**src/rtl/decode_pipe_pkg.sv**
```systemverilog
// Shared encodings and the decoded control bundle for the decode pipeline.
package decode_pipe_pkg;

    typedef enum logic [1:0] {
        SEC_R    = 2'd0,
        SEC_DM   = 2'd1,
        SEC_IMD  = 2'd2,
        SEC_REST = 2'd3
    } sec_e;

    typedef enum logic [2:0] {
        ALU_ADD = 3'd0,
        ALU_SUB = 3'd1,
        ALU_AND = 3'd2,
        ALU_OR  = 3'd3,
        ALU_XOR = 3'd4,
        ALU_NOT = 3'd5,
        ALU_LD  = 3'd6,
        ALU_DEF = 3'd7
    } alu_e;

    // Low opcode bits when the section is SEC_REST.
    typedef enum logic [2:0] {
        LD_R   = 3'd0,
        LD_DM  = 3'd1,
        LD_IMD = 3'd2,
        ST_R   = 3'd3,
        ST_DM  = 3'd4
    } rest_e;

    localparam rest_e LAST_LD_INS = LD_IMD;

    typedef struct packed {
        logic dm_we;
        logic reg_ce;
        logic carry_ce;
        logic accu_ce;
        sec_e sel;
        alu_e alu;
    } ctrl_t;

    function automatic logic is_dm_read(input logic [4:0] opcode);
        return (opcode[4:3] == SEC_DM) || (opcode == {SEC_REST, LD_DM});
    endfunction

endpackage

```
**src/rtl/decode_pipe_comb.sv**
```systemverilog
// Stateless instruction decoder: instruction word to control bundle plus illegal flag.
module decode_comb
    import decode_pipe_pkg::*;
#(
    parameter int DATA_W = 8,
    parameter int NUM_REGS = 4,
    localparam int RSEL_W = $clog2(NUM_REGS),
    localparam int INS_W = 5 + RSEL_W + DATA_W
) (
    input  logic [INS_W-1:0]    i_ins,
    output ctrl_t               o_ctrl,
    output logic [NUM_REGS-1:0] o_reg_addr,
    output logic [DATA_W-1:0]   o_data,
    output logic                o_illegal_op
);

    logic [1:0]        w_section;
    logic [2:0]        w_rest;
    logic [RSEL_W-1:0] w_rnum;

    assign w_section  = i_ins[INS_W-1 -: 2];
    assign w_rest     = i_ins[INS_W-3 -: 3];
    assign w_rnum     = i_ins[DATA_W +: RSEL_W];
    assign o_data     = i_ins[DATA_W-1:0];
    assign o_reg_addr = {{(NUM_REGS-1){1'b0}}, 1'b1} << w_rnum;

    always_comb begin
        o_ctrl       = '0;
        o_ctrl.sel   = SEC_R;
        o_ctrl.alu   = ALU_DEF;
        o_illegal_op = 1'b0;
        if (w_section != SEC_REST) begin
            if (w_rest <= ALU_NOT) begin
                o_ctrl.alu      = alu_e'(w_rest);
                o_ctrl.sel      = sec_e'(w_section);
                o_ctrl.accu_ce  = 1'b1;
                o_ctrl.carry_ce = (w_rest <= ALU_SUB);
            end else begin
                o_illegal_op = 1'b1;
            end
        end else if (w_rest <= LAST_LD_INS) begin
            // Load opcodes share their operand-source encoding with the section codes.
            o_ctrl.alu     = ALU_LD;
            o_ctrl.sel     = sec_e'(w_rest[1:0]);
            o_ctrl.accu_ce = 1'b1;
        end else if (w_rest == ST_R) begin
            o_ctrl.sel    = SEC_DM;
            o_ctrl.reg_ce = 1'b1;
        end else if (w_rest == ST_DM) begin
            o_ctrl.dm_we = 1'b1;
        end else begin
            o_illegal_op = 1'b1;
        end
    end

endmodule

```
**src/rtl/decode_pipe.sv**
```systemverilog
// Decode stage: one output register with valid/ready handshake, flush, and
// stalling of data-memory reads that would overtake an in-flight store.
module decode_pipe
    import decode_pipe_pkg::*;
#(
    parameter int DATA_W = 8,
    parameter int NUM_REGS = 4,
    parameter int DM_WR_LAT = 1,
    localparam int RSEL_W = $clog2(NUM_REGS),
    localparam int INS_W = 5 + RSEL_W + DATA_W
) (
    input  logic                i_clk,
    input  logic                i_rst,
    input  logic [INS_W-1:0]    i_ins,
    input  logic                i_in_valid,
    output logic                o_in_ready,
    input  logic                i_flush,
    output logic                o_out_valid,
    input  logic                i_out_ready,
    output logic                o_dm_we,
    output logic                o_reg_ce,
    output logic                o_carry_ce,
    output logic                o_accu_ce,
    output logic [NUM_REGS-1:0] o_reg_addr,
    output logic [DATA_W-1:0]   o_data,
    output logic [1:0]          o_sel_data_source,
    output logic [2:0]          o_alu_code,
    output logic                o_illegal_op,
    output logic                o_hazard_stall
);

    ctrl_t               w_ctrl;
    logic [NUM_REGS-1:0] w_reg_addr;
    logic [DATA_W-1:0]   w_data;
    logic                w_illegal;
    logic                w_hazard;
    logic                w_load;
    logic                w_store_commit;

    ctrl_t               r_ctrl;
    logic [NUM_REGS-1:0] r_reg_addr;
    logic [DATA_W-1:0]   r_data;
    logic                r_illegal;
    logic                r_out_valid;
    logic [2:0]          r_pend_cnt;
    logic [DATA_W-1:0]   r_pend_addr;

    decode_comb #(
        .DATA_W   (DATA_W),
        .NUM_REGS (NUM_REGS)
    ) u_decode_comb (
        .i_ins        (i_ins),
        .o_ctrl       (w_ctrl),
        .o_reg_addr   (w_reg_addr),
        .o_data       (w_data),
        .o_illegal_op (w_illegal)
    );

    // A read must wait for both a store still in the output register and one draining.
    assign w_hazard = i_in_valid && is_dm_read(i_ins[INS_W-1 -: 5]) &&
                      (((r_pend_cnt != 3'd0) && (w_data == r_pend_addr)) ||
                       (r_out_valid && r_ctrl.dm_we && (w_data == r_data)));

    assign o_in_ready     = !i_rst && (!r_out_valid || i_out_ready) && !i_flush && !w_hazard;
    assign w_load         = i_in_valid && o_in_ready;
    assign w_store_commit = r_out_valid && i_out_ready && r_ctrl.dm_we && !i_flush;

    always_ff @(posedge i_clk) begin
        if (i_rst) begin
            r_out_valid <= 1'b0;
            r_ctrl      <= '0;
            r_reg_addr  <= '0;
            r_data      <= '0;
            r_illegal   <= 1'b0;
            r_pend_cnt  <= 3'd0;
            r_pend_addr <= '0;
        end else begin
            if (w_load) begin
                r_ctrl     <= w_ctrl;
                r_reg_addr <= w_reg_addr;
                r_data     <= w_data;
                r_illegal  <= w_illegal;
            end
            if (i_flush) begin
                r_out_valid <= 1'b0;
            end else if (w_load) begin
                r_out_valid <= 1'b1;
            end else if (i_out_ready) begin
                r_out_valid <= 1'b0;
            end
            if (w_store_commit) begin
                r_pend_cnt  <= 3'(DM_WR_LAT);
                r_pend_addr <= r_data;
            end else if (r_pend_cnt != 3'd0) begin
                r_pend_cnt <= r_pend_cnt - 3'd1;
            end
        end
    end

    assign o_out_valid       = r_out_valid;
    assign o_dm_we           = r_out_valid && r_ctrl.dm_we;
    assign o_reg_ce          = r_out_valid && r_ctrl.reg_ce;
    assign o_carry_ce        = r_out_valid && r_ctrl.carry_ce;
    assign o_accu_ce         = r_out_valid && r_ctrl.accu_ce;
    assign o_reg_addr        = r_reg_addr;
    assign o_data            = r_data;
    assign o_sel_data_source = r_ctrl.sel;
    assign o_alu_code        = r_ctrl.alu;
    assign o_illegal_op      = r_illegal;
    assign o_hazard_stall    = w_hazard;

endmodule

```
**config.mk**
```make
export PLATFORM = sky130hd
export DESIGN_NAME = decode_pipe
export DESIGN_NICKNAME = d
export VERILOG_FILES = /design/src/rtl/decode_pipe_pkg.sv /design/src/rtl/decode_pipe_comb.sv /design/src/rtl/decode_pipe.sv
export SDC_FILE = /design/constraint.sdc
export NUM_CORES = 1
export LEC_CHECK = 0
export ABC_AREA = 1
export BUFFER_PORTS_ARGS = -buffer_cell sky130_fd_sc_hd__buf_2
export CELL_PAD_IN_SITES_DETAIL_PLACEMENT = 0
export CELL_PAD_IN_SITES_GLOBAL_PLACEMENT = 1
export CORE_UTILIZATION = 36
export CTS_CLUSTER_SIZE = 20
export DETAILED_ROUTE_END_ITERATION = 6
export PLACE_DENSITY_LB_ADDON = 0.1
export SYNTH_ARGS = -nofsm -noshare
export SYNTH_HDL_FRONTEND = slang
export SYNTH_SLANG_ARGS = --single-unit
export TNS_END_PERCENT = 20
```
**constraint.sdc**
```tcl
create_clock -name i_clk -period 1.9 [get_ports i_clk]
set_clock_uncertainty 0.1 [all_clocks]
set_input_delay 0 -clock i_clk [delete_from_list [all_inputs] [get_ports i_clk]]
set_output_delay 0 -clock i_clk [all_outputs]
set_load 0.03 [all_outputs]
```
==> flow_summary.ini <==
[floorplanning]
die_h_um = 75.16
core-area_um2 = 5140
ioPinCount = 45
start_util_pct = 37.49
design.die.area_um2 = 5649
rows = 26
die_x_um = 75.16

[yosys]
syn-num-nets = 333
yosysSeqAreaShare_pct = 35.32
synth_top_family_by_area = simple AND/OR/NAND/NOR gates
synth_compound_area_share_pct = 8.312
synth-seq-cells = 34
synth-edff-count = 0
synth_most_common_cell = nand2_1
synthDistinctLibCells = 27
ys_top_cells_by_count = 91 x nand2_1, 62 x inv_1, 49 x nor2_1, 34 x dfxtp_1, 13 x a21oi_1
synthFlopType = dfxtp_1
synth.avg_cell_area_um2 = 6.196
synth_area_leaders = dfxtp_1 35%, nand2_1 18%, inv_1 12%
synth_fa_ha_area_share_pct = 1.299
syn_area_um2 = 1927
synth_top_area_share_pct = 35.32
synthMuxAreaShare_pct = 0
ys_warn_count = 0
synth-simple-area-share_pct = 35.26
synth_cells = 311
async_flop_share_pct = 0
yosysTopAreaCell = dfxtp_1
synth-xor-area-share_pct = 2.727

[worst_setup_path]
rr_startpoint = r_pend_cnt[1]
crit_type = flop to output pin
worstReg2RegEnd = o_data[4]
ff2ff_path_depth = 15
critPathMaxFanout = 3
start_kind = flop
critPathArrivalTime_ns = 1.72
required_ns = 1.80
critPathCaptureType = output pin
reg2reg_slack_ns = 0.08

[clocking]
cts_max_level = 2
clock_path_buffers = 2
clk_pin_slew_ns = 0.07
cts_buffers = 5
clockRootBuffer = clkbuf_8
cts.sinks = 34
clk_latency_ns = 0.29
cts_tree = done

[final_layout]
diodes = 0
multi_input_area_um2 = 975.9
fin_nets = 396
drive_above_1_share_pct = 21.07
area_growth_pct = 32.08
regArea_um2 = 683.2
n_fill_cell = 576
final_cells = 445
final_util_pct = 49.51

[hold_path]
hold_path_class = primary input to flop
min_from = i_ins[14]
min_delay_path_depth = 5
hold_path_end = o_sel_data_source[1]

[route]
drcViolationCount = 0
vias = 1921
routed_wl_um = 4723
drt-initial-drc-count = 88
drt-pass1-iter-count = 4
routed_via_density = 4.317
postRouteAntennaNets = 0
wire_per_inst_um = 10.61

[sta]
relSlewSlack_pct = 78.65
finalMaxSlewViolations = 0
hold_viol = 0
rsz0062_at_grt = yes
max_freq_mhz = 548.9
setup_viol = 0
finalCriticalPeriod_ns = 1.822
finalCritPeriodShare_pct = 95.88
worst_pin_slew_ns = 0.3203

[run_status]
status = complete, no violations

[place]
port_buffers = 44
hpwlAfterDp_um = 2977
routabilityCongestion = 0.7528
dpl.cell_count = 416

[flow_run]
max-cap-violations = 0

[power_and_ir_drop]
p_leak_nw = 1.413
irDropWorstVdd_mv = 0.3471
powerDensity_nw_per_um2 = 746.6

[grt]
grt_max_degree = 36
grt_util_all_layers_pct = 16.33
grt_pass1_vias = 1587
overflow = 0
grt_pass1_wl_um = 6879
antenna_found_initial = 0
## state kept, by name (all words and copies together) (netlist names)
name	count
r_pend_addr	8
o_reg_addr	4
o_alu_code	3
o_out_valid	1
o_data	8
o_sel_data_source	2
r_ctrl	4
o_illegal_op	1
r_pend_cnt	3
## worst max-delay path, stage by stage (launching register included)
cell and delay (ns):
dfxtp_2 0.35, inv_2 0.05, ha_4 0.16, nand2_4 0.06, nand2_2 0.04, nor2_1 0.10
nand2_1 0.06, nor2_1 0.10, nand2_1 0.06, nand2_2 0.08, nand2_4 0.08, buf_6 0.14
inv_2 0.04, buf_6 0.12
## worst max-delay path by stage
stage | startpoint | to | slack (ns)
3_5_place_dp | r_pend_cnt[0] | o_data[6] | 0.007
5_1_grt | r_pend_cnt[0] | r_ctrl[8] | -0.02
2_1_floorplan | o_out_valid | o_data[0] | 0.08
6_report | r_pend_cnt[1] | o_hazard_stall | 0.08
3_3_place_gp | r_pend_cnt[0] | o_data[7] | 0.05
4_1_cts | r_pend_cnt[0] | o_sel_data_source[0] | 0.0009
## cell families (layout without fill, tap and decap cells)
family	count (synthesis)	after routing
adder cells (fa/ha/maj)	2	2
buffers and inverters	77	140
AND/OR/NAND/NOR	163	164
flip-flops	34	34
XOR/XNOR	6	6
AO/OA/AOI/OAI	29	29
## cell usage in the layout (no fill, tap or decap)
master and count:
o22ai_1 1, a21oi_2 1, nand4_1 11, ha_1 1, xor2_1 4, or2_2 1
clkbuf_8 6, a21oi_1 12, a22oi_1 1, nand3_4 2, ha_4 1, buf_4 8
buf_6 3, nand2_2 2, xnor2_1 2, inv_2 3, a21oi_4 1, nand3_1 5
nor4_1 1, buf_12 1, dlygate4sd3_1 14, clkinv_2 1, inv_1 59, a32o_1 1
or3_1 1, o21ai_0 11, dfxtp_2 2, nor3_2 1, buf_2 44, nand2_4 2
a21boi_0 1, nor3b_1 1, dfxtp_1 32, nor2_1 49, clkbuf_1 1, nand2_1 88
## through the flow
step           area (µm²)  hold WS, ns  setup WS, ns  setup TNS (ns)  power, mW
2_1_floorplan        1927     -0.03093       0.07896               0      1.129
3_3_place_gp         2183       0.1298       0.05344               0      1.225
3_5_place_dp         2183       0.1422      0.006787               0      1.224
4_1_cts              2435      0.02459     0.0008940               0      1.812
5_1_grt              2545      0.05407      -0.02348         -0.1479      2.017
6_report             2545      0.02514       0.07819               0      1.900
## power breakdown
| group | switching, mW | internal [mW] | leakage, nW |
|---|---|---|---|
| clock network | 0.267 | 0.292 | 0.0482 |
| logic | 0.298 | 0.238 | 1.09 |
| registers | 0.0343 | 0.770 | 0.278 |
## what timing repair did
action                                  4_1_cts  5_1_grt
gates resized for setup                       4       15
gates cloned                                  0        2
hold endpoints to repair                     15        0
hold buffers                                 14        0
pin swaps                                     1        6
endpoints found under the setup margin        3       24
setup buffers                                 1        4
## layer usage
metal | share of wire [%] | global-route usage (%) | vias up
li1 | - | - | 1057
met1 | 48 | 19.67 | 824
met2 | 47 | 27.83 | 30
met3 | 3.4 | 4.016 | 10
met4 | 1.7 | 6.790 | 0
met5 | 0 | 0 | -
## area by class of cell
type                            instances  area share [%]
Tap cell                               70           3.441
Clock buffer                            7           3.392
Multi-Input combinational cell        201           38.35
Timing Repair Buffer                   70           18.63
Sequential cell                        34           26.84
Clock inverter                          1          0.1967
Inverter                               62           9.145
Power figures use the tool's default switching activity.
